$ cat src/rtl/deque_pkg.sv
// Shared opcode, state and sizing definitions for the deque sequencer and
// the two deques it drives.
package deque_pkg;

   localparam int DEPTH_DEFAULT = 16;

   localparam logic [2:0] OP_NOP   = 3'd0;
   localparam logic [2:0] OP_PUSH  = 3'd1;
   localparam logic [2:0] OP_POP   = 3'd2;
   localparam logic [2:0] OP_PEEK  = 3'd3;
   localparam logic [2:0] OP_MOVE  = 3'd4;
   localparam logic [2:0] OP_DUP   = 3'd5;
   localparam logic [2:0] OP_SWAP  = 3'd6;
   localparam logic [2:0] OP_CLEAR = 3'd7;

   typedef enum logic [2:0] {
      ST_IDLE   = 3'd0,
      ST_PRIME0 = 3'd1,
      ST_READ0  = 3'd2,
      ST_PRIME1 = 3'd3,
      ST_READ1  = 3'd4,
      ST_WRITE  = 3'd5,
      ST_CLEAR  = 3'd6,
      ST_DONE   = 3'd7
   } state_t;

endpackage

$ cat src/rtl/deque_sequencer.sv
// Command sequencer driving two attached deques through one shared
// select/push/pop port; one command in flight, one-cycle completion pulse.
module deque_sequencer
   import deque_pkg::*;
#(
   parameter int DEPTH = DEPTH_DEFAULT
) (
   input  logic       clk,
   input  logic       rst_n,
   input  logic       cmd_valid,
   output logic       cmd_ready,
   input  logic [2:0] cmd_op,
   input  logic       cmd_sel,
   input  logic [7:0] cmd_data,
   output logic       rsp_valid,
   output logic [7:0] rsp_data,
   output logic       rsp_err,
   output logic       deque_select,
   output logic       push,
   output logic       pop,
   output logic [7:0] data_in,
   input  logic       empty0,
   input  logic       empty1,
   input  logic       full0,
   input  logic       full1,
   input  logic [7:0] top0,
   input  logic [7:0] top1
);

   if (DEPTH < 1) begin : g_depth_chk
      $error("deque_sequencer: DEPTH must be at least 1");
   end

   state_t     state;
   logic [2:0] op_q;
   logic       sel_q;
   logic [7:0] a_q;

   logic       e_sel, e_oth, f_sel, f_oth, pre_fail;
   logic [7:0] top_sel, top_oth;

   assign e_sel   = sel_q ? empty1 : empty0;
   assign e_oth   = sel_q ? empty0 : empty1;
   assign f_sel   = sel_q ? full1  : full0;
   assign f_oth   = sel_q ? full0  : full1;
   assign top_sel = sel_q ? top1   : top0;
   assign top_oth = sel_q ? top0   : top1;

   // Every op that reaches PRIME0 reads the source, so it must be non-empty.
   assign pre_fail = e_sel
                   | ((op_q == OP_MOVE) & f_oth)
                   | ((op_q == OP_DUP)  & f_sel)
                   | ((op_q == OP_SWAP) & e_oth);

   assign cmd_ready = (state == ST_IDLE);

   // Strobes follow the current state and flags so CLEAR stops on the
   // exact cycle the deque reports empty, without an overshoot pop.
   always_comb begin
      push = 1'b0;
      pop  = 1'b0;
      unique case (state)
         ST_READ0: pop = (op_q == OP_POP) | (op_q == OP_MOVE);
         ST_READ1: begin
            push = 1'b1;
            pop  = 1'b1;
         end
         ST_WRITE: begin
            push = (op_q == OP_PUSH) ? ~f_sel : 1'b1;
            pop  = (op_q == OP_SWAP);
         end
         ST_CLEAR: pop = ~e_sel;
         default: ;
      endcase
   end

   always_ff @(posedge clk) begin
      if (!rst_n) begin
         state        <= ST_IDLE;
         op_q         <= OP_NOP;
         sel_q        <= 1'b0;
         a_q          <= 8'h00;
         deque_select <= 1'b0;
         data_in      <= 8'h00;
         rsp_valid    <= 1'b0;
         rsp_data     <= 8'h00;
         rsp_err      <= 1'b0;
      end else begin
         rsp_valid <= 1'b0;
         unique case (state)
            ST_IDLE: if (cmd_valid) begin
               op_q  <= cmd_op;
               sel_q <= cmd_sel;
               unique case (cmd_op)
                  OP_NOP: begin
                     state     <= ST_DONE;
                     rsp_valid <= 1'b1;
                     rsp_data  <= 8'h00;
                     rsp_err   <= 1'b0;
                  end
                  OP_PUSH: begin
                     state        <= ST_WRITE;
                     deque_select <= cmd_sel;
                     data_in      <= cmd_data;
                  end
                  OP_CLEAR: begin
                     state        <= ST_CLEAR;
                     deque_select <= cmd_sel;
                  end
                  default: begin
                     state        <= ST_PRIME0;
                     deque_select <= cmd_sel;
                  end
               endcase
            end
            ST_PRIME0: begin
               if (pre_fail) begin
                  state     <= ST_DONE;
                  rsp_valid <= 1'b1;
                  rsp_data  <= 8'h00;
                  rsp_err   <= 1'b1;
               end else begin
                  state <= ST_READ0;
               end
            end
            ST_READ0: begin
               a_q <= top_sel;
               unique case (op_q)
                  OP_MOVE, OP_DUP: begin
                     state        <= ST_WRITE;
                     deque_select <= (op_q == OP_MOVE) ? ~sel_q : sel_q;
                     data_in      <= top_sel;
                  end
                  OP_SWAP: begin
                     state        <= ST_PRIME1;
                     deque_select <= ~sel_q;
                  end
                  default: begin
                     state     <= ST_DONE;
                     rsp_valid <= 1'b1;
                     rsp_data  <= top_sel;
                     rsp_err   <= 1'b0;
                  end
               endcase
            end
            ST_PRIME1: begin
               state   <= ST_READ1;
               data_in <= a_q;
            end
            // Other deque's top is replaced with A here; B goes back to sel next.
            ST_READ1: begin
               state        <= ST_WRITE;
               deque_select <= sel_q;
               data_in      <= top_oth;
            end
            ST_WRITE: begin
               state     <= ST_DONE;
               rsp_valid <= 1'b1;
               if (op_q == OP_PUSH) begin
                  rsp_data <= 8'h00;
                  rsp_err  <= f_sel;
               end else begin
                  rsp_data <= a_q;
                  rsp_err  <= 1'b0;
               end
            end
            ST_CLEAR: if (e_sel) begin
               state     <= ST_DONE;
               rsp_valid <= 1'b1;
               rsp_data  <= 8'h00;
               rsp_err   <= 1'b0;
            end
            ST_DONE: state <= ST_IDLE;
            default: state <= ST_IDLE;
         endcase
      end
   end

endmodule

$ cat config.mk
export PLATFORM = sky130hd
export DESIGN_NAME = deque_sequencer
export DESIGN_NICKNAME = d
export VERILOG_FILES = /design/src/rtl/deque_pkg.sv /design/src/rtl/deque_sequencer.sv
export SDC_FILE = /design/constraint.sdc
export NUM_CORES = 1
export LEC_CHECK = 0
export BUFFER_PORTS_ARGS = -buffer_cell sky130_fd_sc_hd__buf_2
export CAP_MARGIN = 20
export CORE_AREA = 2 2 70 66
export CTS_BUF_LIST = sky130_fd_sc_hd__clkbuf_4
export CTS_CLUSTER_DIAMETER = 60
export DETAILED_ROUTE_END_ITERATION = 6
export DIE_AREA = 0 0 72 68
export HOLD_SLACK_MARGIN = 0.12
export PLACE_DENSITY = 0.86
export SYNTH_ARGS = -nofsm -noshare
export SYNTH_HDL_FRONTEND = slang
export SYNTH_SLANG_ARGS = --single-unit
$ cat constraint.sdc
create_clock -name clk -period 2.2 [get_ports clk]
set_input_delay 0.33 -clock clk [delete_from_list [all_inputs] [get_ports clk]]
set_output_delay 0.33 -clock clk [all_outputs]
set_load 0.1 [all_outputs]
-- Yosys cells after proc, flatten, opt, wreduce, memory -nomap -nowiden
Cells that the tools add are included.
- input port bits: 35
- output and inout port bits: 22
- flip-flop bits (word level): 34
- word-level logic and storage cells: 98
- reduce and logical (&&, ||, !) cells: 12
- eq/ne operators: 23
- bitwise operators: 10
- mux-type cells: 44
- operator list (operator ; number):
    2-to-1 mux 8 bit ; 11
    case mux 8 bit (5 select lines) ; 1
    case mux 8 bit (4 select lines) ; 1
    equality test 3 bit (second input constant) ; 8
    case mux 3 bit (8 select lines) ; 1
    2-to-1 mux 1 bit ; 19
    inequality test 2 bit (second input constant) ; 6
    case mux 1 bit (5 select lines) ; 2
    equality test 3 x 1 -> 1 bit (second input constant) ; 3
    equality test 3 x 2 -> 1 bit (second input constant) ; 3
    2-to-1 mux 3 bit ; 3
    case mux 3 bit (3 select lines) ; 1
    AND reduction 4 bit ; 2
    logical NOT 3 bit ; 2
    case mux 3 bit (2 select lines) ; 1
    AND reduction 6 bit ; 1
    nonzero test 5 bit ; 1
    inequality test 2 x 1 -> 1 bit (second input constant) ; 2
    OR 1 bit ; 4
    case mux 1 bit (2 select lines) ; 2
    case mux 1 bit (4 select lines) ; 1
    AND reduction 2 bit ; 2
    nonzero test 4 bit ; 1
    bitwise AND 1 bit ; 3
    other kinds (6) ; 8

-- Logic depth before layout (Yosys ltp)
Gate-level depths: netlist of run 1.
- depth in word-level cells: 7
- gate-level depth with buffers: 7
- gate-level depth less buffers: 5

-- Least setup slack after synthesis of run 1
Ideal clock, no wire load.
- path kind: flip-flop to output port
- start: register sel_q
- end: output push
- required time: 1870 ps
- slack: -1465 ps
- data arrival time: 3335 ps
- path buffers: 3
- stages on the path, launching flop included: 7
- cell sequence: dfxtp_1 -> buf_6 -> buf_2 -> buf_2 -> mux2i_1 -> nor2_1 -> a21boi_0
- longest elaborated chain between the ends: 4
- RTL lines (element ; RTL line ; RTL):
    start: declaration ; deque_sequencer.sv:36 ; logic sel_q;
    start signal: assignment ; deque_sequencer.sv:93 ; sel_q <= cmd_sel;
    2-to-1 mux 1 bit ; deque_sequencer.sv:44 ; assign f_sel = sel_q ? full1 : full0;
    inverter 1 bit ; deque_sequencer.sv:69 ; push = (op_q == OP_PUSH) ? ~f_sel : 1'b1;
    2-to-1 mux 1 bit ; deque_sequencer.sv:69 ;
    case mux 1 bit (2 select lines) ; deque_sequencer.sv:62 ; unique case (state)
    end: declaration ; deque_sequencer.sv:19 ; output logic push,
No other way between the ends.

-- Worst setup path after layout of run 1
- start: register state[2]
- end: output pop
- longest elaborated chain between the ends: 2
- elaborated cells on any way between the ends: 5
- those cells by class: eq/ne: 4; mux: 1
- RTL lines (element ; RTL line ; RTL):
    start: declaration ; deque_sequencer.sv:34 ; state_t state;
    start signal: assignment ; deque_sequencer.sv:79 ; state <= ST_IDLE;
    start signal: assignment ; deque_sequencer.sv:96 ; state <= ST_DONE;
    start signal: assignment ; deque_sequencer.sv:102 ; state <= ST_WRITE;
    equality test 3 bit or equality test 3 x 2 -> 1 bit (tied branches) ; deque_sequencer.sv:62 ;
    case mux 1 bit (4 select lines) * ; deque_sequencer.sv:62 ;
    end: declaration ; deque_sequencer.sv:20 ; output logic pop,
Every way passes the cells marked *; elsewhere a longest branch is shown, timed or not.

==> summary.md, run 1 <==
| Metric | Value |
|---|---|
| Status | complete, no violations |
| Die height | 68 µm |
| Core Box Area | 4230 µm² |
| Area fraction of the dominant cell type after synthesis | 0.3082 |
| Critical path class | flop to primary output |
| Stages on worst setup path | 5 |
| CP Cell Sequence | or3b_1 > o21ai_2 > a32oi_2 > o21ai_4 > buf_12 |
| I/O Buffers | 56 |
| Critical Path RT | 1870 ps |
| Delay-heaviest family, CP | simple AND/OR/NAND/NOR gates |
| R2R setup slack | 290 ps |
| CP max-delay cell | or3b_1 |
| RR Startpoint | state[1]$_SDFFE_PN0P_ |
| Clk pin slew, worst setup/hold paths | 110 ps |
| GRT Total Usage | 0.2695 |
| Ports | 57 |
| Die width | 72 µm |
| First-pass GRT wire length | 10,200 µm |
| Critical path buffer and inverter count | 1 |
| Final setup skew | 2.388 ps |
| Slowest stage delay, CP | 440 ps |
| Area Overhead vs Synth | 22.78% |
| Unique masters post-synth | 50 |
| Area contributors post-synth | dfxtp_1 31%, a21oi_1 8.4%, mux2i_1 8.2% |
| CP Capture Type | primary output |
| Crit. Startpoint | state[2]$_SDFFE_PN0P_ |
| Max Buffers Root-to-Sink | 2 |
| Final setup TNS | 0 ps |
| Die area | 4896 µm² |
| Fin crit share | 0.9634 |
| Post-Place Cell Area | 2606 µm² |
| Period minus WS final | 2119 ps |
| Detailed Route Iter0 Violations | 321 |
| Number of global-route vias before repair | 2,086 |
| Initial antenna violation count | 0 |
| Clk sinks | 34 |
| Flops & latches, synth | 34 |
| Pre-antenna DRT Iters | 5 |
| MaxCap Viol Count | 0 |
| GR Overflow Total | 0 |
| Avg Inst Size Synth | 7.972 µm² |
| Non-Filler Cell Area, Final | 2711 µm² |
| Routed WL per cell | 16.70 µm |
| Hold WC Path Type | primary input to flop |
| Routability congestion estimate | 0.9717 |
| Netlist Area Pre-Place | 2208 µm² |
| Hold slack | 272.0 ps |
| Worst Tran Pin Value | 484.9 ps |
| Drt total wl | 6428 µm |
| Worst setup path endpoint | pop |
| Max Slew Vio Count | 0 |
| Root buf cell | clkbuf_4 |
| Largest net degree at the start of global routing | 26 |
| H-Tree Depth | 2 |
| Critical path launch point type | flop |
| CTS Buf Count | 5 |
| Initial Utilization | 0.5220 |
| Fin. Hold Viols | 0 |
| Endpoints failing setup | 0 |
| Yosys warns | 0 |
| Worst skew pair latency | 340 ps |
| FF-to-FF path depth | 6 |
| Antenna-violating nets left | 0 |
| Post-Syn Instances | 277 |
| CTS tree | done |
| Crit-path max FO | 9 |
| Place WS | 301.5 ps |
| DR DRC count | 0 |
| Setup ws final | 80.63 ps |
| Worst reg2reg endpoint | rsp_err$_SDFFE_PN0P_ |
| Layout cells sized above 1 | 0.2955 |
| Synth Net Count | 312 |
| Leading area contributor after synthesis | dfxtp_1 |
| F_max | 471.8 MHz |
| Arrival time of the worst setup path | 1790 ps |
| Ys flop type | dfxtp_1 |
| Pleak | 1.117 nW |
| Power Density | 1386 nW/µm² |
| RSZ-0062 raised after global routing | no |
| Worst vdd ir | 0.8300 mV |
| Vias post-DR | 2,431 |
| Hpwl dp | 4723 µm |
| Vias per cell | 6.314 |
| Number of diodes | 0 |
| Post-synth EDFFs | 0 |
| Row count | 23 |
| Layout net count | 369 |
| Register area share after synthesis | 0.3082 |
| Hold_buf cts | 0 |
| Slew headroom | 0.6737 |
| Async S/R FF share, synth | 0 |
sequential cells by signal, indices dropped and copies added, names as in the netlist:
register	flops
a_q	8
data_in	8
rsp_data	8
op_q	3
state	3
deque_select	1
rsp_err	1
rsp_valid	1
sel_q	1
final cells by class:
type | count | area, µm²
inverter | 12 | 45.04
multi-input combinational | 209 | 1408
clock inverter | 3 | 40.04
fill | 380 | 1519
timing repair buffer | 72 | 430.4
tap | 50 | 62.56
clock buffer | 5 | 37.54
sequential | 34 | 688.2
cells in the mapped netlist (2+ instances only):
master and instances:
nor3b_1 2, a221oi_1 7, o21ai_0 10, a21o_1 2
a41o_1 8, nand2b_1 5, buf_1 4, mux2i_1 18
a211oi_1 8, or3b_1 2, a22oi_1 10, nand3_1 4
and3_1 2, buf_4 3, a311oi_1 3, a31oi_1 5
clkbuf_1 5, nand3b_1 2, nand2_1 14, dfxtp_1 34
buf_2 9, o211ai_1 4, o21ai_1 2, or3_1 2
o22ai_1 3, a21oi_1 37, inv_1 12, nor3_1 7
nor2b_1 6, nor2_1 27
what timing repair did:
action	4_1_cts	5_1_grt
buffers inserted	0	3
gates resized for setup	2	1
setup endpoints to repair	1	1
how the worst min path moves through the flow:
stage	start	end	slack (ps)	depth (start not counted)
after floorplan	a_q[5]$_SDFFE_PN0P_	a_q[5]$_SDFFE_PN0P_	440	2
after global placement	rsp_data[0]$_SDFFE_PN0P_	rsp_data[0]$_SDFFE_PN0P_	430	2
after detailed placement	rsp_data[6]$_SDFFE_PN0P_	rsp_data[6]$_SDFFE_PN0P_	430	2
after CTS	cmd_sel	sel_q$_SDFFE_PN0P_	260	3
after global routing	cmd_sel	sel_q$_SDFFE_PN0P_	280	3
final	cmd_sel	sel_q$_SDFFE_PN0P_	270	3
power by group:
group | total (W) | leakage, nW | internal (W) | switching (W)
clock network | 0.000463 | 0.0450 | 0.000235 | 0.000228
logic | 0.00238 | 0.791 | 0.000633 | 0.00175
registers | 0.000912 | 0.280 | 0.000781 | 0.000131
total | 0.00376 | 1.12 | 0.00165 | 0.00211
cell families after synthesis:
| group | synth area share |
|---|---|
| xor gates and xnor gates | 0.003967 |
| AOI/OAI and AO/OA | 0.3337 |
| buffers and inverters | 0.07138 |
| and+or+nand+nor | 0.1847 |
| muxes | 0.09801 |
| DFF | 0.3082 |
cells in the final DEF, fill, tap and decap left out, drive strengths merged, types with 2 or more instances in the layout:
master | netlist | final
and3 | 2 | 2
clkbuf | 5 | 5
nand2b | 5 | 5
a41o | 8 | 8
a21o | 2 | 2
a21oi | 37 | 37
a221oi | 7 | 7
or3 | 2 | 2
mux2i | 19 | 19
a311oi | 3 | 3
o22ai | 4 | 4
nand2 | 14 | 14
inv | 12 | 12
nand3 | 5 | 5
a22oi | 10 | 10
nand3b | 2 | 2
o211ai | 4 | 4
a21boi | 2 | 2
nor2b | 6 | 6
nor3 | 7 | 7
o21ai | 12 | 12
clkinv | 0 | 2
nor3b | 3 | 3
or3b | 2 | 2
a31oi | 6 | 6
nor2 | 28 | 28
a211oi | 8 | 8
dfxtp | 34 | 34
mux2 | 2 | 2
buf | 17 | 72
per-layer routing:
layer | share of wire | up-vias | GRT usage
li1 | - | 1155 | -
met1 | 0.45 | 1147 | 0.3656
met2 | 0.47 | 119 | 0.4282
met3 | 0.067 | 10 | 0.04271
met4 | 0.014 | 0 | 0.1132
met5 | 0 | - | 0
worst register-to-register path, delay by kind of cell (launching register included):
| kind | cells | cell delay, ps |
|---|---|---|
| AOI/OAI and AO/OA | 1 | 150 |
| muxes | 1 | 210 |
| and+or+nand+nor | 3 | 920 |
| buffers and inverters | 1 | 180 |
| DFF | 1 | 390 |
per-stage QoR:
step / total power (W) / cells / util
2_1_floorplan: 0.002827 / 277 / -
3_3_place_gp: 0.003206 / 374 / 0.6161
3_5_place_dp: 0.003243 / 374 / 0.6161
4_1_cts: 0.003712 / 382 / 0.6353
5_1_grt: 0.003944 / 385 / 0.6409
6_report: 0.003757 / 385 / 0.6409
Note: power is estimated with default switching activity, not from simulation.
==> run 2, diff against run 1 <==
ABC_AREA = 1   (was not set)
==> run 2 against run 1 <==
Net effect:
- routed wire length shrank 13%
- register-to-register slack better by 60 ps
- synthesized area up 0.23%
- cell area shrank 4.5%
- worst setup slack better by 29 ps
- maximum frequency is 1.4% higher
- cell count is 17% higher
- critical path type unchanged
==> summary.md, run 2 <==
| Metric | Value |
|---|---|
| Antenna-violating nets left | 0 (unchanged) |
| Row count | 23 (unchanged) |
| CP Capture Type | primary output (unchanged) |
| Final setup TNS | 0 ps (unchanged) |
| Worst skew pair latency | 350 ps (was 340 ps) |
| RSZ-0062 raised after global routing | no (unchanged) |
| Worst Tran Pin Value | 490.1 ps (was 484.9 ps) |
| GRT Total Usage | 0.2281 (was 0.2695) |
| Flops & latches, synth | 34 (unchanged) |
| Detailed Route Iter0 Violations | 248 (was 321) |
| Pre-antenna DRT Iters | 5 (unchanged) |
| Crit. Startpoint | state[0]$_SDFFE_PN0P_ (was state[2]$_SDFFE_PN0P_) |
| Register area share after synthesis | 0.3075 (was 0.3082) |
| Max Slew Vio Count | 0 (unchanged) |
| Fin crit share | 0.9504 (was 0.9634) |
| Status | complete, no violations (unchanged) |
| Post-Syn Instances | 347 (was 277) |
| Crit-path max FO | 9 (unchanged) |
| Hold WC Path Type | primary input to flop (unchanged) |
| Area contributors post-synth | dfxtp_1 31%, nand2_1 13%, nor2_1 12% (was dfxtp_1 31%, a21oi_1 8.4%, mux2i_1 8.2%) |
| DR DRC count | 0 (unchanged) |
| Yosys warns | 0 (unchanged) |
| Root buf cell | clkbuf_4 (unchanged) |
| Critical Path RT | 1870 ps (about the same) |
| Ys flop type | dfxtp_1 (unchanged) |
| Period minus WS final | 2091 ps (was 2119 ps) |
| GR Overflow Total | 0 (unchanged) |
| Initial antenna violation count | 0 (unchanged) |
| Layout cells sized above 1 | 0.2325 (was 0.2955) |
| Max Buffers Root-to-Sink | 2 (unchanged) |
| CTS Buf Count | 5 (unchanged) |
| Slew headroom | 0.6755 (was 0.6737) |
| R2R setup slack | 350 ps (was 290 ps) |
| Async S/R FF share, synth | 0 (unchanged) |
| Post-synth EDFFs | 0 (unchanged) |
| Initial Utilization | 0.5232 (was 0.5220) |
| Clk pin slew, worst setup/hold paths | 120 ps (was 110 ps) |
| Commonest cells after routing, fill and taps aside | 75 x nand2_1, 69 x nor2_1, 54 x buf_2 (was 54 x buf_2, 37 x a21oi_1, 30 x dfxtp_1) |
| Synth cell count leaders | 75 x nand2_1, 69 x nor2_1, 34 x dfxtp_1 (was 37 x a21oi_1, 34 x dfxtp_1, 27 x nor2_1) |
| Core Box Area | 4230 µm² (unchanged) |
| Critical path launch point type | flop (unchanged) |
| Arrival time of the worst setup path | 1760 ps (was 1790 ps) |
| Count leader, synth | nand2_1 (was a21oi_1) |
| F_max | 478.3 MHz (was 471.8 MHz) |
| Area Overhead vs Synth | 17.02% (was 22.78%) |
| Vias post-DR | 2,378 (was 2,431) |
| Die area | 4896 µm² (unchanged) |
| Avg Inst Size Synth | 6.379 µm² (was 7.972 µm²) |
| Hpwl dp | 4200 µm (was 4723 µm) |
| CTS tree | done (unchanged) |
| Layout net count | 434 (was 369) |
| FF-to-FF path depth | 9 (was 6) |
| Critical path class | flop to primary output (unchanged) |
| Leading area contributor after synthesis | dfxtp_1 (unchanged) |
| Worst Min Path Start | cmd_op[1] (was cmd_sel) |
| Fin. Hold Viols | 0 (unchanged) |
| Number of diodes | 0 (unchanged) |
| H-Tree Depth | 2 (unchanged) |
| Drt total wl | 5563 µm (was 6428 µm) |
| RR Startpoint | state[0]$_SDFFE_PN0P_ (was state[1]$_SDFFE_PN0P_) |
| Largest net degree at the start of global routing | 25 (was 26) |
| First-pass GRT wire length | 8749 µm (was 10,200 µm) |
| I/O Buffers | 56 (unchanged) |
| Multi-input gate area | 1300 µm² (was 1408 µm²) |
| Final setup skew | 10.60 ps (was 2.388 ps) |
| Area fraction of the dominant cell type after synthesis | 0.3075 (was 0.3082) |
| Routability congestion estimate | 0.9543 (was 0.9717) |
| Biggest registers after layout | a_q x8, data_in x8, rsp_data x8 (unchanged) |
| Clk sinks | 34 (unchanged) |
| Hold path cells | 3 (unchanged) |
| Endpoints failing setup | 0 (unchanged) |
| Most common cell after layout, fill and taps aside | nand2_1 (was buf_2) |
| MaxCap Viol Count | 0 (unchanged) |
| Die width | 72 µm (unchanged) |
| Ports | 57 (unchanged) |
| Post-CTS setup repair buffer count | 0 (unchanged) |
| Die height | 68 µm (unchanged) |
| Reg area | 683.2 µm² (was 688.2 µm²) |
| Vias per cell | 5.284 (was 6.314) |
| Routed WL per cell | 12.36 µm (was 16.70 µm) |
| Netlist Area Pre-Place | 2213 µm² (was 2208 µm²) |
| Fillers | 403 (was 380) |
| Number of global-route vias before repair | 1,952 (was 2,086) |
| Unique masters post-synth | 34 (was 50) |
| Synth Net Count | 382 (was 312) |
==> run 2: cell types whose count changed after synthesis, moves of 5 or more <==
cell      previous run  this run
nor2_1              27        69
a211oi_1             8         0
a21oi_1             37        27
mux2i_1             18         2
a221oi_1             7         0
nand2b_1             5         0
nor2b_1              6         0
a41o_1               8         0
nand3_1              4        21
a22oi_1             10         0
o21ai_0             10        23
inv_1               12        31
nand2_1             14        75
==> run 2: worst paths after layout <==
kind	endpoint
max	pop
min reg2reg	rsp_err$_SDFFE_PN0P_
min	op_q[1]$_SDFFE_PN0P_
max reg2reg	data_in[7]$_SDFFE_PN0P_
==> run 2: area by class of cell <==
type	instances	area share
inverters	35	0.05169
multi-input cells	263	0.5019
well taps	50	0.02415
repair buffers	60	0.1266
clock buffers	5	0.01449
clock inverters	3	0.01739
flip-flops and latches	34	0.2638
==> run 2: what timing repair did <==
item	in CTS	in global routing
resized for setup	2	1
hold buffers	0	0
setup endpoints to repair	1	1
gates cloned	0	0
==> run 2: worst max-delay path, stage by stage (launching register included) <==
cell and delay, ps:
dfxtp_1 520, inv_2 90, nor2_4 120, nand2_2 160
o2111ai_2 210, buf_4 320
==> run 2: cells by family after synthesis <==
family                 Yosys count  share of synthesized area
AND/OR/NAND/NOR                197                     0.4161
AO/OA/AOI/OAI                   63                     0.1555
buffers and inverters           50                     0.1080
flip-flops                      34                     0.3075
multiplexers                     2                   0.009045
XOR/XNOR                         1                   0.003958
==> run 2: routing by layer <==
metal | global-route usage | up-vias | part of all wire
met5 | 0 | - | 0
met4 | 0.08491 | 0 | 0.014
met3 | 0.03829 | 9 | 0.069
met2 | 0.3576 | 99 | 0.44
met1 | 0.3158 | 1052 | 0.48
li1 | - | 1218 | -
==> run 2: metrics by stage <==
stage                     cell area [µm²]  utilization  setup WS [ps]  hold WS, ps  std cells
after floorplan                      2220            -          218.8        449.0        347
after global placement               2502       0.5915          309.3        454.4        442
after detailed placement             2502       0.5915          216.1        466.5        442
after CTS                            2589       0.6119          74.09        277.3        450
after global routing                 2590       0.6122          25.41        310.3        450
final                                2590       0.6122          109.2        281.5        450
Power of run 2 is left out: the tool's default activity adds up to more than one toggle a clock period on the data nets, which glitch-free logic cannot reach.
==> run 3, diff against run 2 <==
ABC_AREA = not set   (was 1)
CORE_AREA = 2 2 82 76   (was 2 2 70 66)
DIE_AREA = 0 0 84 78   (was 0 0 72 68)
PLACE_DENSITY = 0.68   (was 0.86)
==> run 3 against run 2 <==
Net effect:
- die area grew 34%
- first-iteration DRC count shrank 16%
- global-route usage shrank 3.8 points
- worst hold slack lost 15 ps
- worst setup slack lost 32 ps
- cell area grew 5.4%
- non-clock buffer count grew 14
- utilization shrank 13 points
- via count shrank 4.3%
- critical endpoint unchanged
- highest routed layer unchanged
==> summary.md, run 3 (same netlist as run 1, synthesis figures left out) <==
| Metric | Value |
|---|---|
| Die area | 6552 µm² (was 4896 µm²) |
| Final setup TNS | 0 ps (unchanged) |
| Layout net count | 371 (was 434) |
| First-pass GRT wire length | 10,070 µm (was 8749 µm) |
| Max Buffers Root-to-Sink | 2 (unchanged) |
| RSZ-0062 raised after global routing | no (unchanged) |
| Clk pwr share | 0.097 |
| Hold_buf cts | 0 (unchanged) |
| R2R setup slack | 330 ps (was 350 ps) |
| Commonest cells after routing, fill and taps aside | 54 x buf_2, 37 x a21oi_1, 31 x dfxtp_1 (was 75 x nand2_1, 69 x nor2_1, 54 x buf_2) |
| Power Density | 1334 nW/µm² |
| NetSw | 0.002099 W |
| Routed WL per cell | 15.41 µm (was 12.36 µm) |
| Comb power frac | 0.653 |
| Placed Cells incl. Taps | 395 (was 442) |
| DR DRC count | 0 (unchanged) |
| I/O Buffers | 56 (unchanged) |
| Max Slew Vio Count | 0 (unchanged) |
| Clk sinks | 34 (unchanged) |
| Die height | 78 µm (was 68 µm) |
| Core Box Area | 5628 µm² (was 4230 µm²) |
| Sequential power share | 0.251 |
| Slew headroom | 0.6061 (was 0.6755) |
| Pleak | 1.111 nW |
| GRT Total Usage | 0.1897 (was 0.2281) |
| Most common cell after layout, fill and taps aside | buf_2 (was nand2_1) |
| Setup ws final | 77.22 ps (was 109.2 ps) |
| Worst Tran Pin Value | 590.8 ps (was 490.1 ps) |
| Initial Utilization | 0.3924 (was 0.5232) |
| Routability congestion estimate | 0.9048 (was 0.9543) |
| Root buf cell | clkbuf_4 (unchanged) |
| Detailed Route Iter0 Violations | 209 (was 248) |
| FF-to-FF path depth | 5 (was 9) |
| Pre-antenna DRT Iters | 5 (unchanged) |
| Delay-heaviest family, CP | flip-flops (unchanged) |
| Antenna-violating nets left | 0 (unchanged) |
| Clk pin slew, worst setup/hold paths | 110 ps (was 120 ps) |
| MaxCap Viol Count | 0 (unchanged) |
| Period minus WS final | 2123 ps (was 2091 ps) |
| Status | complete, no violations (unchanged) |
| Worst skew pair latency | 340 ps (was 350 ps) |
| CTS Buf Count | 5 (unchanged) |
| Fillers | 564 (was 403) |
| Drt total wl | 6271 µm (was 5563 µm) |
| Area Overhead vs Synth | 23.57% (was 17.02%) |
| Arrival time of the worst setup path | 1790 ps (was 1760 ps) |
| H-Tree Depth | 2 (unchanged) |
| Hold path cells | 3 (unchanged) |
| Biggest registers after layout | a_q x8, data_in x8, rsp_data x8 (unchanged) |
| Row count | 26 (was 23) |
| Critical path buffer and inverter count | 1 (was 2) |
| Die width | 84 µm (was 72 µm) |
| Layout cells sized above 1 | 0.2967 (was 0.2325) |
| Largest net degree at the start of global routing | 24 (was 25) |
| Hold WC Path Type | primary input to flop (unchanged) |
| Endpoints failing setup | 0 (unchanged) |
| Filler-free cell count of the finished design | 407 (was 450) |
| Critical path launch point type | flop (unchanged) |
| Fin. Hold Viols | 0 (unchanged) |
| Hpwl dp | 4713 µm (was 4200 µm) |
| Worst vdd ir | 0.8192 mV |
| Number of global-route vias before repair | 2,044 (was 1,952) |
| CP Cell Sequence | or3b_1 > o21ai_2 > a32oi_2 > o21ai_4 > buf_12 (was inv_2 > nor2_4 > nand2_2 > o2111ai_2 > buf_4) |
| Final setup skew | 8.461 ps (was 10.60 ps) |
| RR Startpoint | state[0]$_SDFFE_PN0P_ (unchanged) |
| Worst Min Path Start | cmd_sel (was cmd_op[1]) |
| Fin crit share | 0.9649 (was 0.9504) |
| Switch share | 0.5767 |
| Int Pwr | 0.001541 W |
| CTS tree | done (unchanged) |
| WHS Endpoint | sel_q$_SDFFE_PN0P_ (was op_q[1]$_SDFFE_PN0P_) |
| Worst reg2reg endpoint | rsp_err$_SDFFE_PN0P_ (was data_in[7]$_SDFFE_PN0P_) |
| CP Capture Type | primary output (unchanged) |
| Critical Path RT | 1870 ps (about the same) |
| Number of diodes | 0 (unchanged) |
| Initial antenna violation count | 0 (unchanged) |
| Vias per cell | 5.590 (was 5.284) |
| CP max-delay cell | dfxtp_4 (was dfxtp_1) |
| Crit-path max FO | 13 (was 9) |
| Critical path class | flop to primary output (unchanged) |
| Slowest stage delay, CP | 450 ps (was 520 ps) |
| Ports | 57 (unchanged) |
| GR Overflow Total | 0 (unchanged) |
| F_max | 471.1 MHz (was 478.3 MHz) |
| Place WS | 331.0 ps (was 216.1 ps) |
| Vias post-DR | 2,275 (was 2,378) |
run 3: cell types whose count changed in the layout (fill, tap and decap cells not counted), sizes merged, moves of 5 or more:
cell    before  now
nand3       23    5
a211oi       0    8
o21ai       24   12
nand2       81   14
nand2b       0    5
nor2        77   28
buf         60   74
nor2b        0    6
a41o         0    8
mux2i        2   19
a21oi       28   37
a221oi       0    7
inv         35   12
a22oi        0   10
run 3: per-layer routing:
| metal | global-route usage | vias up | wire length, µm |
|---|---|---|---|
| met5 | 0 | - | 0 |
| met4 | 0.03065 | 0 | 41 |
| met3 | 0.04681 | 6 | 401 |
| met2 | 0.2736 | 65 | 2635 |
| met1 | 0.2876 | 1046 | 3192 |
| li1 | - | 1158 | - |
run 3: area by class of cell:
cell class              instances  area, µm²  share of cell area
flip-flops and latches         34      686.9              0.2517
clock inverters                 3      16.27            0.005961
inverters                      12      45.04             0.01651
clock buffers                   5      37.54             0.01376
multi-input cells             209       1410              0.5167
repair buffers                 74      445.4              0.1632
well taps                      70      87.58             0.03210
run 3: per-stage QoR:
step / cell area (µm²) / hold WS [ps] / util / total power, W
final: 2729 / 266.8 / 0.4849 / 0.003640
after global routing: 2729 / 286.7 / 0.4849 / 0.003836
after CTS: 2696 / 269.3 / 0.4791 / 0.003610
after detailed placement: 2639 / 432.7 / 0.4689 / 0.003249
after global placement: 2639 / 429.9 / 0.4689 / 0.003243
after floorplan: 2268 / 444.6 / - / 0.002827
run 3: worst max path at each step:
stage | slack, ps | from | depth (start not counted) | to
2_1_floorplan | -140 | sel_q$_SDFFE_PN0P_ | 6 | push
3_3_place_gp | 320 | state[2]$_SDFFE_PN0P_ | 5 | rsp_err$_SDFFE_PN0P_
3_5_place_dp | 330 | cmd_op[2] | 6 | rsp_err$_SDFFE_PN0P_
4_1_cts | 30 | state[1]$_SDFFE_PN0P_ | 5 | pop
5_1_grt | 10 | state[1]$_SDFFE_PN0P_ | 5 | pop
6_report | 80 | state[1]$_SDFFE_PN0P_ | 5 | pop
run 3: worst reg2reg max path: stages, from the launching register on:
cell and delay (ps):
dfxtp_2 460, and2b_4 240, a21boi_1 150, or3_1 510
nand3_2 240, mux2i_1 200
run 3: power by group through the flow:
| stage | clock [W] | combinational, W | sequential, W |
|---|---|---|---|
| after floorplan | 0 | 0.00111 | 0.00172 |
| after global placement | 0 | 0.00231 | 0.000929 |
| after detailed placement | 0 | 0.00232 | 0.000924 |
| after CTS | 0.000358 | 0.00233 | 0.000919 |
| after global routing | 0.000389 | 0.00251 | 0.000939 |
| final | 0.000351 | 0.00238 | 0.000913 |
run 3: what timing repair did:
| item | in CTS | in global routing |
|---|---|---|
| gates resized for setup | 2 | 1 |
| endpoints found under the setup margin | 1 | 1 |
| buffers inserted | 0 | 4 |
